--- src/rtl/bus_pkg.sv ---
// Shared types and default address map for the single-master bus fabric.
// Slave order of the default map: 0 BRAM, 1 SPRAM, 2 LED, 3 UART.
package bus_pkg;

    typedef enum logic {
        ST_IDLE = 1'b0,
        ST_WAIT = 1'b1
    } state_t;

    localparam int DEF_AW = 16;
    localparam int DEF_N  = 4;

    localparam logic [DEF_AW-1:0] BRAM_BASE  = 16'h0000;
    localparam logic [DEF_AW-1:0] BRAM_MASK  = 16'hC000;
    localparam logic [DEF_AW-1:0] SPRAM_BASE = 16'h8000;
    localparam logic [DEF_AW-1:0] SPRAM_MASK = 16'h8000;
    localparam logic [DEF_AW-1:0] LED_BASE   = 16'h4000;
    localparam logic [DEF_AW-1:0] LED_MASK   = 16'hF000;
    localparam logic [DEF_AW-1:0] UART_BASE  = 16'h5000;
    localparam logic [DEF_AW-1:0] UART_MASK  = 16'hF000;

    localparam logic [DEF_N*DEF_AW-1:0] DEF_BASE = {
        UART_BASE, LED_BASE, SPRAM_BASE, BRAM_BASE
    };
    localparam logic [DEF_N*DEF_AW-1:0] DEF_MASK = {
        UART_MASK, LED_MASK, SPRAM_MASK, BRAM_MASK
    };

    function automatic int cnt_w(input int t);
        return $clog2(t + 1);
    endfunction

    function automatic int idx_w(input int n);
        return (n > 1) ? $clog2(n) : 1;
    endfunction

endpackage

--- src/rtl/bus_decode.sv ---
// Base/mask address match with lowest-index priority.
// Produces a hit flag and the index of the winning slave.
module bus_decode #(
    parameter int              AW       = 16,
    parameter int              N        = 4,
    parameter int              IW       = 2,
    parameter logic [N*AW-1:0] SLV_BASE = '0,
    parameter logic [N*AW-1:0] SLV_MASK = '0
) (
    input  logic [AW-1:0] addr,
    output logic          hit,
    output logic [IW-1:0] idx
);

    // Scan high to low so the lowest matching index is the one left standing.
    always_comb begin
        hit = 1'b0;
        idx = '0;
        for (int i = N - 1; i >= 0; i--) begin
            if ((addr & SLV_MASK[i*AW +: AW]) == SLV_BASE[i*AW +: AW]) begin
                hit = 1'b1;
                idx = IW'(i);
            end
        end
    end

endmodule

--- src/rtl/bus_fabric.sv ---
// Single-master bus fabric: decoded strobes, one outstanding read,
// and error responses for unmapped accesses and stalled slaves.
module bus_fabric
    import bus_pkg::*;
#(
    parameter int              W        = 32,
    parameter int              AW       = 16,
    parameter int              N        = 4,
    parameter logic [N*AW-1:0] SLV_BASE = DEF_BASE,
    parameter logic [N*AW-1:0] SLV_MASK = DEF_MASK,
    parameter int              TIMEOUT  = 15,
    parameter logic [W-1:0]    ERR_DATA = '0
) (
    input  logic           clk,
    input  logic           rst_n,
    input  logic [AW-1:0]  m_addr,
    input  logic           m_ren,
    input  logic           m_wen,
    input  logic [W-1:0]   m_wdata,
    input  logic [W/8-1:0] m_wmask,
    output logic [W-1:0]   m_rdata,
    output logic           m_rd_valid,
    output logic           m_err,
    output logic [AW-1:0]  s_addr,
    output logic [W-1:0]   s_wdata,
    output logic [W/8-1:0] s_wmask,
    output logic [N-1:0]   s_ren,
    output logic [N-1:0]   s_wen,
    input  logic [N*W-1:0] s_rdata,
    input  logic [N-1:0]   s_rd_valid
);

    localparam int CW = cnt_w(TIMEOUT);
    localparam int IW = idx_w(N);
    localparam logic [CW-1:0] LAST = CW'(TIMEOUT - 1);

    logic          hit;
    logic [IW-1:0] idx;

    state_t        state, state_nx;
    logic [IW-1:0] rd_sel, rd_sel_nx;
    logic [CW-1:0] cnt, cnt_nx;
    logic          err_q, err_nx;
    logic          err_rd_q, err_rd_nx;

    logic          rd_go;
    logic          sel_valid;
    logic [W-1:0]  sel_data;

    bus_decode #(
        .AW       (AW),
        .N        (N),
        .IW       (IW),
        .SLV_BASE (SLV_BASE),
        .SLV_MASK (SLV_MASK)
    ) u_decode (
        .addr (m_addr),
        .hit  (hit),
        .idx  (idx)
    );

    assign s_addr  = m_addr;
    assign s_wdata = m_wdata;
    assign s_wmask = m_wmask;

    assign sel_valid = s_rd_valid[rd_sel];
    assign sel_data  = s_rdata[int'(rd_sel)*W +: W];

    // A read is only accepted when idle and not colliding with a write.
    assign rd_go = m_ren && !m_wen && (state == ST_IDLE);

    always_comb begin
        s_ren = '0;
        s_wen = '0;
        if (rd_go && hit) s_ren[idx] = 1'b1;
        if (m_wen && hit) s_wen[idx] = 1'b1;
    end

    always_comb begin
        state_nx  = state;
        rd_sel_nx = rd_sel;
        cnt_nx    = cnt;
        err_nx    = 1'b0;
        err_rd_nx = 1'b0;
        unique case (state)
            ST_IDLE: begin
                if (rd_go && hit) begin
                    state_nx  = ST_WAIT;
                    rd_sel_nx = idx;
                    cnt_nx    = '0;
                end else if (rd_go) begin
                    err_nx    = 1'b1;
                    err_rd_nx = 1'b1;
                end
            end
            ST_WAIT: begin
                if (sel_valid) begin
                    state_nx = ST_IDLE;
                end else if (cnt == LAST) begin
                    state_nx  = ST_IDLE;
                    err_nx    = 1'b1;
                    err_rd_nx = 1'b1;
                end else begin
                    cnt_nx = cnt + CW'(1);
                end
            end
            default: state_nx = ST_IDLE;
        endcase
        // Dropped traffic is flagged without a read completion.
        if (m_wen && !hit)                err_nx = 1'b1;
        if (m_ren && m_wen)               err_nx = 1'b1;
        if (m_ren && (state == ST_WAIT))  err_nx = 1'b1;
    end

    always_ff @(posedge clk or negedge rst_n) begin
        if (!rst_n) begin
            state    <= ST_IDLE;
            rd_sel   <= '0;
            cnt      <= '0;
            err_q    <= 1'b0;
            err_rd_q <= 1'b0;
        end else begin
            state    <= state_nx;
            rd_sel   <= rd_sel_nx;
            cnt      <= cnt_nx;
            err_q    <= err_nx;
            err_rd_q <= err_rd_nx;
        end
    end

    always_comb begin
        m_err      = err_q;
        m_rd_valid = err_rd_q || ((state == ST_WAIT) && sel_valid);
        if (err_rd_q)               m_rdata = ERR_DATA;
        else if (state == ST_WAIT)  m_rdata = sel_data;
        else                        m_rdata = '0;
    end

endmodule

--- config.mk ---
export PLATFORM = sky130hd
export DESIGN_NAME = bus_fabric
export DESIGN_NICKNAME = d
export VERILOG_FILES = /design/src/rtl/bus_pkg.sv /design/src/rtl/bus_decode.sv /design/src/rtl/bus_fabric.sv
export SDC_FILE = /design/constraint.sdc
export NUM_CORES = 1
export LEC_CHECK = 0
export CAP_MARGIN = 20
export CORE_AREA = 2 2 110 112
export DETAILED_ROUTE_END_ITERATION = 6
export DIE_AREA = 0 0 112 114
export PLACE_DENSITY = 0.68
export SYNTH_ARGS = -nofsm -noshare
export SYNTH_HDL_FRONTEND = slang
export SYNTH_SLANG_ARGS = --single-unit
export TNS_END_PERCENT = 50
--- constraint.sdc ---
create_clock -name clk -period 2.85 [get_ports clk]
set_input_delay 0.57 -clock clk [delete_from_list [all_inputs] [get_ports clk]]
set_output_delay 0.57 -clock clk [all_outputs]
set_load 0.05 [all_outputs]
Word-level counts from Yosys, hierarchy flattened
Index checks and enable logic that the tools add are counted.

word-level totals
  input bits = 188
  register bits after elaboration = 9
  logic and storage cells = 64
  output and inout port bits = 94

operators by class
  reductions and logical operators = 15
  bitwise operators = 1
  equal/unequal tests = 6
  shift-type cells = 1
  muxes and demuxes = 32
  add/subtract/negate cells = 1
  $lt $le $gt $ge = 3

operator list
  kind                                                                                 number
  128-bit by 8-bit indexed part select with 32-bit output                              1
  32-bit two-way mux                                                                   2
  4-bit two-way mux                                                                    5
  16-bit logical NOT                                                                   1
  1-bit two-way mux                                                                    16
  1-bit logical AND                                                                    9
  4-bit by 3-bit equality test with 1-bit output, second input constant                2
  2-bit two-way mux                                                                    4
  4-bit case mux with 2 select lines                                                   1
  2-bit by 3-bit less-than comparator with 1-bit output, second input constant         2
  4-bit by 1-bit adder with 4-bit output, second input constant                        1
  4-bit equality test, second input constant                                           1
  2-bit != test, second input constant                                                 2
  1-bit case mux with 2 select lines                                                   2
  3-bit AND reduction                                                                  1
  1-bit binary-select mux with 2-bit select                                            1
  1-bit demux with 2-bit select                                                        1
  2-bit by 1-bit greater-or-equal comparator with 1-bit output, second input constant  1
  1-bit logical NOT                                                                    2
  2-bit by 1-bit != test with 1-bit output, second input constant                      1
  2-bit AND reduction                                                                  1
  1-bit logical OR                                                                     1
  1-bit inverter                                                                       1

Logic depth before layout (Yosys ltp)
  depth after elaboration = 11
  depth in mapped cells = 5
  mapped depth without buffers = 5

Hierarchy
Synthesis repeated with hierarchy kept, for this count alone.

second synthesis, totals
  cell total of the unflattened synthesis = 189
  area total of the unflattened synthesis = 1930.6 um2

modules (own cells, without submodules)
  module      area an instance (um2)  seq. area each (um2)  instances  cells each
  bus_fabric  1903.1                  225.2                 1          185
  bus_decode  27.5                    0.0                   1          4

Worst setup path after synthesis
OpenSTA, ideal clock, no wires.

  path type = input-to-output
  from = input m_wen
  to = output s_ren[2]
  setup slack = -90 ps
  buffers on the path = 1
  stages on the path = 3
  arrival = 2370 ps
  required time = 2280 ps
  cell sequence = or3b_2 buf_2 nor3b_1

on the way
  word-level cells in the longest chain between the ends = 5

ends and longest elaborated chain
  item                             line              source
  start: declaration               bus_fabric.sv:18  input logic m_wen,
  1-bit logical NOT                bus_fabric.sv:70  assign rd_go = m_ren && !m_wen && (state == ST_IDLE);
  1-bit logical AND (2 in series)  bus_fabric.sv:70
  1-bit logical AND                bus_fabric.sv:75  if (rd_go && hit) s_ren[idx] = 1'b1;
  4-bit two-way mux                bus_fabric.sv:75
  end: declaration                 bus_fabric.sv:27  output logic [N-1:0] s_ren,

Every way passes these cells.

Worst setup path after layout
  from = input m_ren
  to = output s_ren[0]

on the way
  word-level cells in the longest chain between the ends = 4

ends and longest elaborated chain
  item                             line              source
  start: declaration               bus_fabric.sv:17  input logic m_ren,
  1-bit logical AND (2 in series)  bus_fabric.sv:70
  1-bit logical AND                bus_fabric.sv:75
  4-bit two-way mux                bus_fabric.sv:75

Every way passes these cells.

==> metrics.csv <==
metric;value;unit
drv_cap;0;
grt_max_degree;27;
max_h_tree_level;1;
worst_r2r_startpoint;rd_sel[0];
ir_worst_vdd;0.000390;V
worst_clock_skew;0.000551;ns
timing.hold.worst.class;reg -> reg;
placedCellCount;459;
filler_cell_count;1166;
powerDensity;608;nW/um2
postLayoutCoreUtil;34.6;%
tritoncts_num_sinks;9;
cp_max_fo;7;
setup_viol_count_final;0;
syn-instance-count;186;
worstHoldPathCells;1;
top_level_ports;282;
site_row_count;40;
area_overhead_of_the_layout_relative_to_synthesis;108;%
dieHeight;114;um
finalWorstSetupSlack;0.134;ns
synthesis.area;1940;um2
ctsRootBufferMaster;sky130_fd_sc_hd__clkbuf_16;
cp_data_required_time;2.28;ns
routed-via-count;1978;
timing.hold.worst_endpoint;cnt[3];
antenna_found_initial;0;
leakagePower;1.50;nW
cts_post_setup_buffers_inserted;0;
cts_hold_buffers;0;
synth.avg_cell_area;10.4;um2
timing_hold_violations_final;0;
fin_crit;2.72;ns
biggest_cell_delay_along_the_critical_path;0.55;ns
synth_enable_flop_cells;0;
slew_violations;0;
initial_utilization;16.6;%
ys_warn_count;0;
gr-usage-all-layers;11.5;%
antenna_violating_nets_post_route;0;
outcome;finished, final reports clean;
nets;507;
tritoncts;done;
die-width;112;um
multi_input_area;1250;um2
placement.setup.worst_slack;0.105;ns
design.core.area;11700;um2
seq_area;226;um2
final_layout_size_suffix_gt1_share;29.7;%
cts_resized;0;
avgViaCountPerCell;4.27;
min_from;cnt[3];
first_global_vias;2202;
synthMostInstantiatedCell;sky130_fd_sc_hd__buf_4;
worst-setup-path-type;in -> out;
totalWireLength;7520;um
post_synth_main_area_contributors;sky130_fd_sc_hd__mux4_2, sky130_fd_sc_hd__buf_4, sky130_fd_sc_hd__dfrtp_1, sky130_fd_sc_hd__nor2b_1, sky130_fd_sc_hd__mux2i_1;
clk_pin_slew_worst_paths;0.04;ns
cp_data_arrival_time;2.15;ns
synthesized_flop_and_latch_total;9;
reg2reg_setup_slack;1.08;ns
slowest_stage;sky130_fd_sc_hd__or3b_2;
design.die.area;12800;um2
drt_first_iter_violations;65;
numPortBuffers;185;
finalNonFillerCells;463;
drcViolationCount;0;
r2r_cells;3;
grt_overflow;0;
synthFlopType;sky130_fd_sc_hd__dfrtp_1;
post_synth_net_total;376;
rsz0062_at_grt;false;
max-clock-path-buffers;2;
synth-seq-area-share;11.6;%
max-slew-margin-rel;65.7;%
synthTopCellsByCount;sky130_fd_sc_hd__buf_4, sky130_fd_sc_hd__mux4_2, sky130_fd_sc_hd__nor2b_1;
max_slew.worst_pin.slew;0.513;ns
gpl.final_weighted_congestion;0.763;
insertion_delay;0.23;ns
firstDrtPassIters;4;
cp-end-kind;output pin;
wl_per_cell;16.2;um
worstReg2RegEnd;cnt[1];
critical_path.startpoint_type;primary input;
synthDominantCellAreaShare;38.3;%
synthDistinctLibCells;31;
max_freq;368;MHz
layout_worst_path_cycle_share;95.3;%
cts_buf_count;3;
final.setup.tns;0;ns
synth_top_cell_by_area;sky130_fd_sc_hd__mux4_2;
n_diodes;0;
detailed_place_hpwl;6540;um
asyncSetResetFlopFracSynth;100;%
first_pass_grt_wire_length;11700;um
crit_chain;clkdlybuf4s50_1 -> or3b_2 -> nor3_1 -> buf_12;
logic make-up (layout without fill, tap and decap cells):
kind of cell,after synthesis,after routing,synth area share (%)
flops,9,9,11.6
mux,37,37,40.3
simple gates,57,57,18.9
compound gates,12,12,3.80
fa+ha+maj,2,2,1.29
buf+inv,69,199,24.1
how the worst max path moves through the flow:
stage                    end  cells after the start  startpoint  slack (ns)
CTS                 s_ren[0]                      4       m_ren        0.10
global route        s_ren[0]                      4       m_ren        0.08
finish              s_ren[0]                      4       m_ren        0.13
floorplan           s_ren[0]                      3       m_wen        0.03
global placement    s_ren[0]                      4       m_ren        0.13
detailed placement  s_ren[0]                      4       m_ren        0.11
layout make-up:
| type | instances | area share (%) |
|---|---|---|
| tap | 147 | 4.55 |
| multi-input combinational | 108 | 31.0 |
| timing repair buffer | 192 | 56.6 |
| inverter | 3 | 0.278 |
| sequential | 9 | 5.60 |
| clock buffer | 4 | 1.95 |
layout by cell type, fill, tap and decap left out, drive strengths merged:
master / Yosys / final
a21o: 1 / 1
a21oi: 1 / 1
a221o: 1 / 1
a22o: 1 / 1
and2: 1 / 1
and3: 2 / 2
and3b: 1 / 1
buf: 58 / 52
clkbuf: 8 / 4
clkdlybuf4s50: 0 / 140
dfrtp: 9 / 9
ha: 2 / 2
inv: 3 / 3
mux2i: 4 / 4
mux4: 33 / 33
nand2: 3 / 3
nand2b: 1 / 1
nand3: 1 / 1
nand3b: 1 / 1
nand4: 1 / 1
nor2: 5 / 5
nor2b: 32 / 32
nor3: 3 / 3
nor3b: 4 / 4
nor4b: 1 / 1
o21ai: 7 / 7
o21bai: 1 / 1
or3b: 1 / 1
through the flow:
stage	total power [mW]	instance area, um2	hold WS (ns)
finish	2.46	4050	0.474
global route	2.59	4050	0.513
floorplan	1.51	1950	0.274
global placement	2.23	3970	0.459
CTS	2.51	4050	0.479
detailed placement	2.26	3970	0.474
sequential cells by signal, summed over array words and instances (netlist names):
| name | flops |
|---|---|
| err_rd_q | 1 |
| m_err | 1 |
| cnt | 4 |
| state | 1 |
| rd_sel | 2 |
report_power, final:
part / total [mW] / switching, mW / internal (mW)
Combinational: 2.00 / 0.928 / 1.07
Clock: 0.247 / 0.0598 / 0.187
Sequential: 0.219 / 0.0566 / 0.162
Total: 2.46 / 1.04 / 1.42
layer usage:
layer	vias to the layer above	routed length, um	global-route usage (%)
met5	-	0	0
met4	0	62	2.52
met3	16	813	4.30
met2	143	3930	21.4
met1	929	2710	12.5
li1	890	-	-
critical path, delay by kind of cell:
family / cells / cell delay (ns)
buffers and inverters: 2 / 0.70
and+or+nand+nor: 2 / 0.87
(Power assumes the default switching activity.)
